$ cat config.mk
export PLATFORM = sky130hd
export DESIGN_NAME = dcache_wb_buffer_flat
export DESIGN_NICKNAME = d
export VERILOG_FILES = /design/src/rtl/dcache_wb_buffer_if.sv /design/src/rtl/dcache_wb_buffer.sv /design/src/flat_wrapper.sv
export SDC_FILE = /design/constraint.sdc
export NUM_CORES = 2
export LEC_CHECK = 0
export CAP_MARGIN = 20
export CELL_PAD_IN_SITES_DETAIL_PLACEMENT = 0
export CELL_PAD_IN_SITES_GLOBAL_PLACEMENT = 1
export CORE_MARGIN = 10
export CORE_UTILIZATION = 40
export DETAILED_ROUTE_END_ITERATION = 8
export PLACE_DENSITY_LB_ADDON = 0.1
export SETUP_SLACK_MARGIN = 0.2
export SYNTH_ARGS = -nofsm -noshare
export SYNTH_HDL_FRONTEND = slang
export SYNTH_SLANG_ARGS = --single-unit
$ cat constraint.sdc
create_clock -name clk -period 29.2 [get_ports clk]
set_input_delay 8.76 -clock clk [delete_from_list [all_inputs] [get_ports clk]]
set_output_delay 8.76 -clock clk [all_outputs]
set_load 0.01 [all_outputs]
$ cat src/rtl/dcache_wb_buffer_if.sv
// Bus bundle between the data cache, the write-back buffer and the memory arbiter.
// slave = the buffer's view; master = the cache/arbiter side that drives it.
interface dcache_wb_buffer_if #(
  parameter int LINE_BITS = 256
);
  logic [31:0]          mem_address;
  logic                 mem_read;
  logic                 mem_write;
  logic [LINE_BITS-1:0] mem_wdata;
  logic [LINE_BITS-1:0] mem_rdata;
  logic                 mem_resp;
  logic [31:0]          pmem_address;
  logic                 pmem_read;
  logic                 pmem_write;
  logic [LINE_BITS-1:0] pmem_wdata;
  logic [LINE_BITS-1:0] pmem_rdata;
  logic                 pmem_resp;

  modport slave (
    input  mem_address, mem_read, mem_write, mem_wdata, pmem_rdata, pmem_resp,
    output mem_rdata, mem_resp, pmem_address, pmem_read, pmem_write, pmem_wdata
  );

  modport master (
    output mem_address, mem_read, mem_write, mem_wdata, pmem_rdata, pmem_resp,
    input  mem_rdata, mem_resp, pmem_address, pmem_read, pmem_write, pmem_wdata
  );
endinterface

$ cat src/rtl/dcache_wb_buffer.sv
// Write-back buffer: absorbs dirty-line evictions, forwards buffered lines, drains FIFO-order.
// Optional macro WBB_READ_PRIORITY_EN: read misses go to memory ahead of pending drains.
module dcache_wb_buffer #(
  parameter int DEPTH     = 4,
  parameter int LINE_BITS = 256
) (
  input  logic                clk,
  input  logic                reset_n,
  dcache_wb_buffer_if.slave   bus
);
  localparam int PTR_W = $clog2(DEPTH);
  localparam int CNT_W = PTR_W + 1;

  typedef enum logic [1:0] {S_IDLE, S_RD_MISS, S_DRAIN, S_RESP} state_t;

  state_t               r_state;
  state_t               w_state_nxt;
  logic [DEPTH-1:0]     r_valid;
  logic [26:0]          r_tag  [DEPTH];
  logic [LINE_BITS-1:0] r_data [DEPTH];
  logic [PTR_W-1:0]     r_head;
  logic [PTR_W-1:0]     r_tail;
  logic [CNT_W-1:0]     r_count;
  logic [LINE_BITS-1:0] r_mem_rdata;
  logic [31:0]          r_pmem_address;
  logic [LINE_BITS-1:0] r_pmem_wdata;

  logic [DEPTH-1:0]     w_match;
  logic                 w_hit;
  logic [PTR_W-1:0]     w_hit_idx;
  logic                 w_full;
  logic                 w_take_wr;
  logic                 w_fwd;
  logic                 w_push;
  logic                 w_pop;
  logic [PTR_W-1:0]     w_wr_idx;
  logic                 w_load_miss;
  logic                 w_load_drain;

  // Line-address match; at most one entry can hold a given line
  always_comb begin
    w_hit_idx = '0;
    for (int i = 0; i < DEPTH; i++) begin
      w_match[i] = r_valid[i] && (r_tag[i] == bus.mem_address[31:5]);
      w_hit_idx  = w_hit_idx | (w_match[i] ? PTR_W'(i) : '0);
    end
    w_hit = |w_match;
  end

  assign w_full = (r_count == CNT_W'(DEPTH));

  // Next-state decode; requests are only honoured in IDLE
  always_comb begin
    w_state_nxt = r_state;
    w_take_wr   = 1'b0;
    w_fwd       = 1'b0;
    case (r_state)
      S_IDLE: begin
        if (bus.mem_write && (w_hit || !w_full)) begin
          w_take_wr   = 1'b1;
          w_state_nxt = S_RESP;
        end else if (bus.mem_read && w_hit) begin
          w_fwd       = 1'b1;
          w_state_nxt = S_RESP;
        end else if (bus.mem_read) begin
`ifdef WBB_READ_PRIORITY_EN
          w_state_nxt = S_RD_MISS;
`else
          w_state_nxt = (r_count != '0) ? S_DRAIN : S_RD_MISS;
`endif
        end else if (bus.mem_write) begin
          w_state_nxt = S_DRAIN;
        end else if (r_count != '0) begin
          w_state_nxt = S_DRAIN;
        end else begin
          w_state_nxt = S_IDLE;
        end
      end
      S_RD_MISS: w_state_nxt = bus.pmem_resp ? S_RESP : S_RD_MISS;
      S_DRAIN:   w_state_nxt = bus.pmem_resp ? S_IDLE : S_DRAIN;
      S_RESP:    w_state_nxt = S_IDLE;
      default:   w_state_nxt = S_IDLE;
    endcase
  end

  assign w_push       = w_take_wr && !w_hit;
  assign w_pop        = (r_state == S_DRAIN) && bus.pmem_resp;
  assign w_wr_idx     = w_hit ? w_hit_idx : r_tail;
  assign w_load_miss  = (r_state == S_IDLE) && (w_state_nxt == S_RD_MISS);
  assign w_load_drain = (r_state == S_IDLE) && (w_state_nxt == S_DRAIN);

  // State register
  always_ff @(posedge clk or negedge reset_n) begin
    if (!reset_n) begin
      r_state <= S_IDLE;
    end else begin
      r_state <= w_state_nxt;
    end
  end

  // Entry bookkeeping, read-return data and latched arbiter request
  always_ff @(posedge clk or negedge reset_n) begin
    if (!reset_n) begin
      r_valid        <= '0;
      r_head         <= '0;
      r_tail         <= '0;
      r_count        <= '0;
      r_mem_rdata    <= '0;
      r_pmem_address <= 32'h0000_0000;
      r_pmem_wdata   <= '0;
    end else begin
      if (w_push) begin
        r_valid[r_tail] <= 1'b1;
        r_tail          <= r_tail + PTR_W'(1);
        r_count         <= r_count + CNT_W'(1);
      end else if (w_pop) begin
        r_valid[r_head] <= 1'b0;
        r_head          <= r_head + PTR_W'(1);
        r_count         <= r_count - CNT_W'(1);
      end
      if (w_fwd) begin
        r_mem_rdata <= r_data[w_hit_idx];
      end else if ((r_state == S_RD_MISS) && bus.pmem_resp) begin
        r_mem_rdata <= bus.pmem_rdata;
      end
      if (w_load_miss) begin
        r_pmem_address <= bus.mem_address;
      end else if (w_load_drain) begin
        r_pmem_address <= {r_tag[r_head], 5'b0_0000};
        r_pmem_wdata   <= r_data[r_head];
      end
    end
  end

  // Line storage; contents are qualified by r_valid so they need no reset
  always_ff @(posedge clk) begin
    if (w_take_wr) begin
      r_tag[w_wr_idx]  <= bus.mem_address[31:5];
      r_data[w_wr_idx] <= bus.mem_wdata;
    end
  end

  assign bus.mem_rdata    = r_mem_rdata;
  assign bus.mem_resp     = (r_state == S_RESP);
  assign bus.pmem_read    = (r_state == S_RD_MISS);
  assign bus.pmem_write   = (r_state == S_DRAIN);
  assign bus.pmem_address = r_pmem_address;
  assign bus.pmem_wdata   = r_pmem_wdata;
endmodule

$ cat src/flat_wrapper.sv
// flat-port wrapper written by rule: the top's interface ports become plain ports
module dcache_wb_buffer_flat 
#(
  parameter int DEPTH     = 4,
  parameter int LINE_BITS = 256
)
  (clk, reset_n, bus_mem_address, bus_mem_read, bus_mem_write, bus_mem_wdata, bus_pmem_rdata, bus_pmem_resp, bus_mem_rdata, bus_mem_resp, bus_pmem_address, bus_pmem_read, bus_pmem_write, bus_pmem_wdata);
  dcache_wb_buffer_if #(.LINE_BITS(LINE_BITS)) bus_i ();
  input  logic clk;
  input  logic reset_n;
  input wire logic [$bits(bus_i.mem_address)-1:0] bus_mem_address;
  input wire logic [$bits(bus_i.mem_read)-1:0] bus_mem_read;
  input wire logic [$bits(bus_i.mem_write)-1:0] bus_mem_write;
  input wire logic [$bits(bus_i.mem_wdata)-1:0] bus_mem_wdata;
  input wire logic [$bits(bus_i.pmem_rdata)-1:0] bus_pmem_rdata;
  input wire logic [$bits(bus_i.pmem_resp)-1:0] bus_pmem_resp;
  output wire logic [$bits(bus_i.mem_rdata)-1:0] bus_mem_rdata;
  output wire logic [$bits(bus_i.mem_resp)-1:0] bus_mem_resp;
  output wire logic [$bits(bus_i.pmem_address)-1:0] bus_pmem_address;
  output wire logic [$bits(bus_i.pmem_read)-1:0] bus_pmem_read;
  output wire logic [$bits(bus_i.pmem_write)-1:0] bus_pmem_write;
  output wire logic [$bits(bus_i.pmem_wdata)-1:0] bus_pmem_wdata;
  assign bus_i.mem_address = bus_mem_address;
  assign bus_i.mem_read = bus_mem_read;
  assign bus_i.mem_write = bus_mem_write;
  assign bus_i.mem_wdata = bus_mem_wdata;
  assign bus_i.pmem_rdata = bus_pmem_rdata;
  assign bus_i.pmem_resp = bus_pmem_resp;
  assign bus_mem_rdata = bus_i.mem_rdata;
  assign bus_mem_resp = bus_i.mem_resp;
  assign bus_pmem_address = bus_i.pmem_address;
  assign bus_pmem_read = bus_i.pmem_read;
  assign bus_pmem_write = bus_i.pmem_write;
  assign bus_pmem_wdata = bus_i.pmem_wdata;
  dcache_wb_buffer #(.DEPTH(DEPTH), .LINE_BITS(LINE_BITS)) u_core (.clk(clk), .reset_n(reset_n), .bus(bus_i));
endmodule
==> impl_metrics.ini <==
[global_routing]
grt_pass1_vias = 49900
grt_overflow = 0
top_usage_layer = met2
grt.met1_usage = 0.303
grtUsageMet3 = 0.0546
grtUsageMet2 = 0.422
grt_usage = 0.254
antenna_found_initial = 103
grt_max_degree = 167
grt_first_pass_wirelength_um = 371000

[power_and_ir_drop]
vdd_ir_drop_max_mv = 0.103
p_leak_nw = 34.7
powerDensity_nw_per_um2 = 95.8

[worst_setup_path]
critPathArrivalTime_ns = 15.35
crit_path_cell_trace = clkdlybuf4s50_1 > xnor2_1 > nand4_1 > nor4_1 > a22o_4 > nor3_1 > a221o_1 > nor2_4 > buf_4 > buf_12 > buf_4
crit_top_cell = buf_4
cp.buffers_inverters = 4
worst_path_largest_cell_delay_ns = 0.84
cp-start-kind = input pin
cpMaxStageDelayCell = buf_4
cp-end-kind = flip-flop
reg2regPathDepth = 10
crit_required_ns = 29.64
path_depth = 11
crit_family = buffers and inverters
critical_path.max_fanout = 107
path_class = in -> reg

[clocking]
htreeDepth = 4
clock-root-buffer = clkbuf_16
cts_setup_buffers = 0
numCtsBuffers = 184
postCtsHoldBufs = 0
cts_tree = done
clkSinkCount = 1689
clk-insertion-delay-late_ns = 0.83
cts_max_path_buffers = 3
cts_resized = 0
path_clk_slew_ns = 0.06

[timing]
period_needed_ns = 14.91
hold_viol = 0
finalSetupTns_ns = 0
final.setup.worst_slack_ns = 14.29
setup_viol = 0
finalMaxSlewViolations = 0
fin_crit_sh = 0.511
maxSlewHeadroom = 0.277
tightest_slew_ns = 1.09
skew_ns = 0.0342
fmax_ghz = 0.0671
rsz0062_at_grt = no

[die]
coreArea_um2 = 181000
initial_core_util = 0.403
die_h_um = 447
ioPinCount = 1096
die-area_um2 = 200000
die_w_um = 447
rows = 156

[placed_design]
pre_cts_ws_ns = 13.47
io_buffer_count = 1095
place_congestion = 0.869
dp_hpwl_um = 173000

[synth]
synth_top_area_cell = edfxtp_1
synthCells = 4961
synth_edf_count = 1132
synthTopCellsByArea = edfxtp_1 (47%), dfrtp_1 (19%), mux4_2 (8.8%)
yosysUniqueCellTypes = 50
ys_seq_elements = 1689
synth_top_flop_cell = edfxtp_1
netlist_area_um2 = 72800
synth_top_area_share = 0.467
synth_area_per_cell_um2 = 14.7
synth_nets = 5519
async_reset_ff_frac = 0.330
ys_seq_area_frac = 0.658
yosysWarnings = 0

[routing]
ant_nets = 0
detail_route.wl_per_cell_um = 30.8
firstDrtPassIters = 7
drt-total-wl_um = 262000
viasPerCell = 5.65
vias = 48100
drc = 0
first_iter_violations = 3444

[min_path]
holdPathStages = 1
hp-class = reg -> reg

[layout]
nFillCells = 15500
syn_to_final_growth_pct = 26.4
nets = 6493
drive_above_1_share = 0.119

[job]
drv_cap = 0

[status]
status = finished, final reports clean
==> stage by stage <==
stage,hold WS [ns],util,total power [mW],instance area (um2),cells
global route,0.501,0.509,9.20,92100,8512
floorplan,0.465,-,5.03,72800,4961
finish,0.481,0.509,8.82,92100,8515
global placement,0.468,0.475,6.54,85900,8119
detailed placement,0.474,0.475,6.55,85900,8119
CTS,0.487,0.508,8.93,92000,8465
==> where the power goes <==
part	switching (mW)	total [mW]	internal, mW
clock	0.964	2.36	1.39
sequential	0.427	3.55	3.12
combinational	1.40	2.92	1.52
==> final timing paths <==
kind | slack (ns) | startpoint | endpoint
max in group asynchronous | 18.59 | reset_n | u_core.bus.pmem_wdata[225]
hold reg to reg | 0.48 | u_core.bus.pmem_wdata[26] | u_core.bus.pmem_wdata[26]
setup reg to reg | 22.67 | u_core.r_tag[3][1] | u_core.r_data[1][141]
hold / removal | 0.48 | u_core.bus.pmem_wdata[26] | u_core.bus.pmem_wdata[26]
min in group asynchronous | 7.89 | reset_n | u_core.bus.pmem_address[18]
setup / recovery | 14.29 | bus_mem_address[6] | u_core.r_data[1][141]
==> cell families (layout without fill, tap and decap cells) <==
kind of cell | Yosys count | after routing | share of synthesized area
and+or+nand+nor | 1381 | 1381 | 0.0795
DFF | 1689 | 1689 | 0.658
muxes | 800 | 800 | 0.163
adders and majority gates | 9 | 9 | 0.00155
other | 0 | 50 | 0
AOI/OAI and AO/OA | 573 | 573 | 0.0604
xor gates and xnor gates | 113 | 113 | 0.0136
buffers and inverters | 396 | 1530 | 0.0240
==> cells in the final DEF, fill, tap and decap left out, types with 31 or more instances in the layout <==
master           netlist  routed
edfxtp_1            1132    1132
clkdlybuf4s50_1        0    1094
dfrtp_1              557     555
nand2_1              521     520
nor2_1               503     501
mux4_2               283     283
mux2i_1              259     259
nand3_1              255     255
o22ai_1              251     251
o31a_1               248     248
clkbuf_16              0     190
mux2_1               188     188
xnor2_1               99      99
mux2_2                70      70
buf_4                  2      66
diode_2                0      50
clkbuf_1             282      47
nand4_1               33      33
clkinv_2               0      33
and2_1                32      31
==> metal layers <==
metal  vias to the layer above  wire length [um]
met4                        56             15700
met1                     25000            100000
li1                      20900                 -
met5                         -               358
met2                      1568            130000
met3                       528             15600
==> worst register-to-register path, stage by stage (launching register included) <==
cell and delay (ns):
edfxtp_1 0.42, xnor2_1 0.32, nand4_1 0.15, nor4_1 0.64, a22o_4 0.60, nor3_1 0.16
a221o_1 0.45, nor2_4 0.79, buf_4 0.85, buf_12 0.59, buf_4 1.14
==> Yosys cell counts, types with 70 or more instances <==
master and n:
nand3_1 255, o22ai_1 251, o31a_1 248, nand2_1 521, mux2_2 70, mux2i_1 259
nor2_1 503, dfrtp_1 557, xnor2_1 99, edfxtp_1 1132, mux4_2 283, mux2_1 188
clkbuf_1 282
==> final cells by class <==
cell class	count	area, um2	share of cell area
flip-flops and latches	1689	47900	0.521
diodes	50	125	0.00136
clock buffers	250	5110	0.0555
repair buffers	1172	11700	0.127
inverters	12	45.0	0.000489
multi-input cells	2876	23200	0.252
clock inverters	96	988	0.0107
well taps	2370	2970	0.0322
==> state kept, by name, indices dropped and copies added (netlist names) <==
name / count
u_core.bus.pmem_wdata: 256
u_core.r_tag: 108
u_core.r_head: 2
u_core.r_count: 3
u_core.r_tail: 2
u_core.r_valid: 4
u_core.bus.pmem_address: 32
u_core.bus.mem_rdata: 256
u_core.r_data: 1024
u_core.r_state: 2
(Power assumes the default switching activity.)
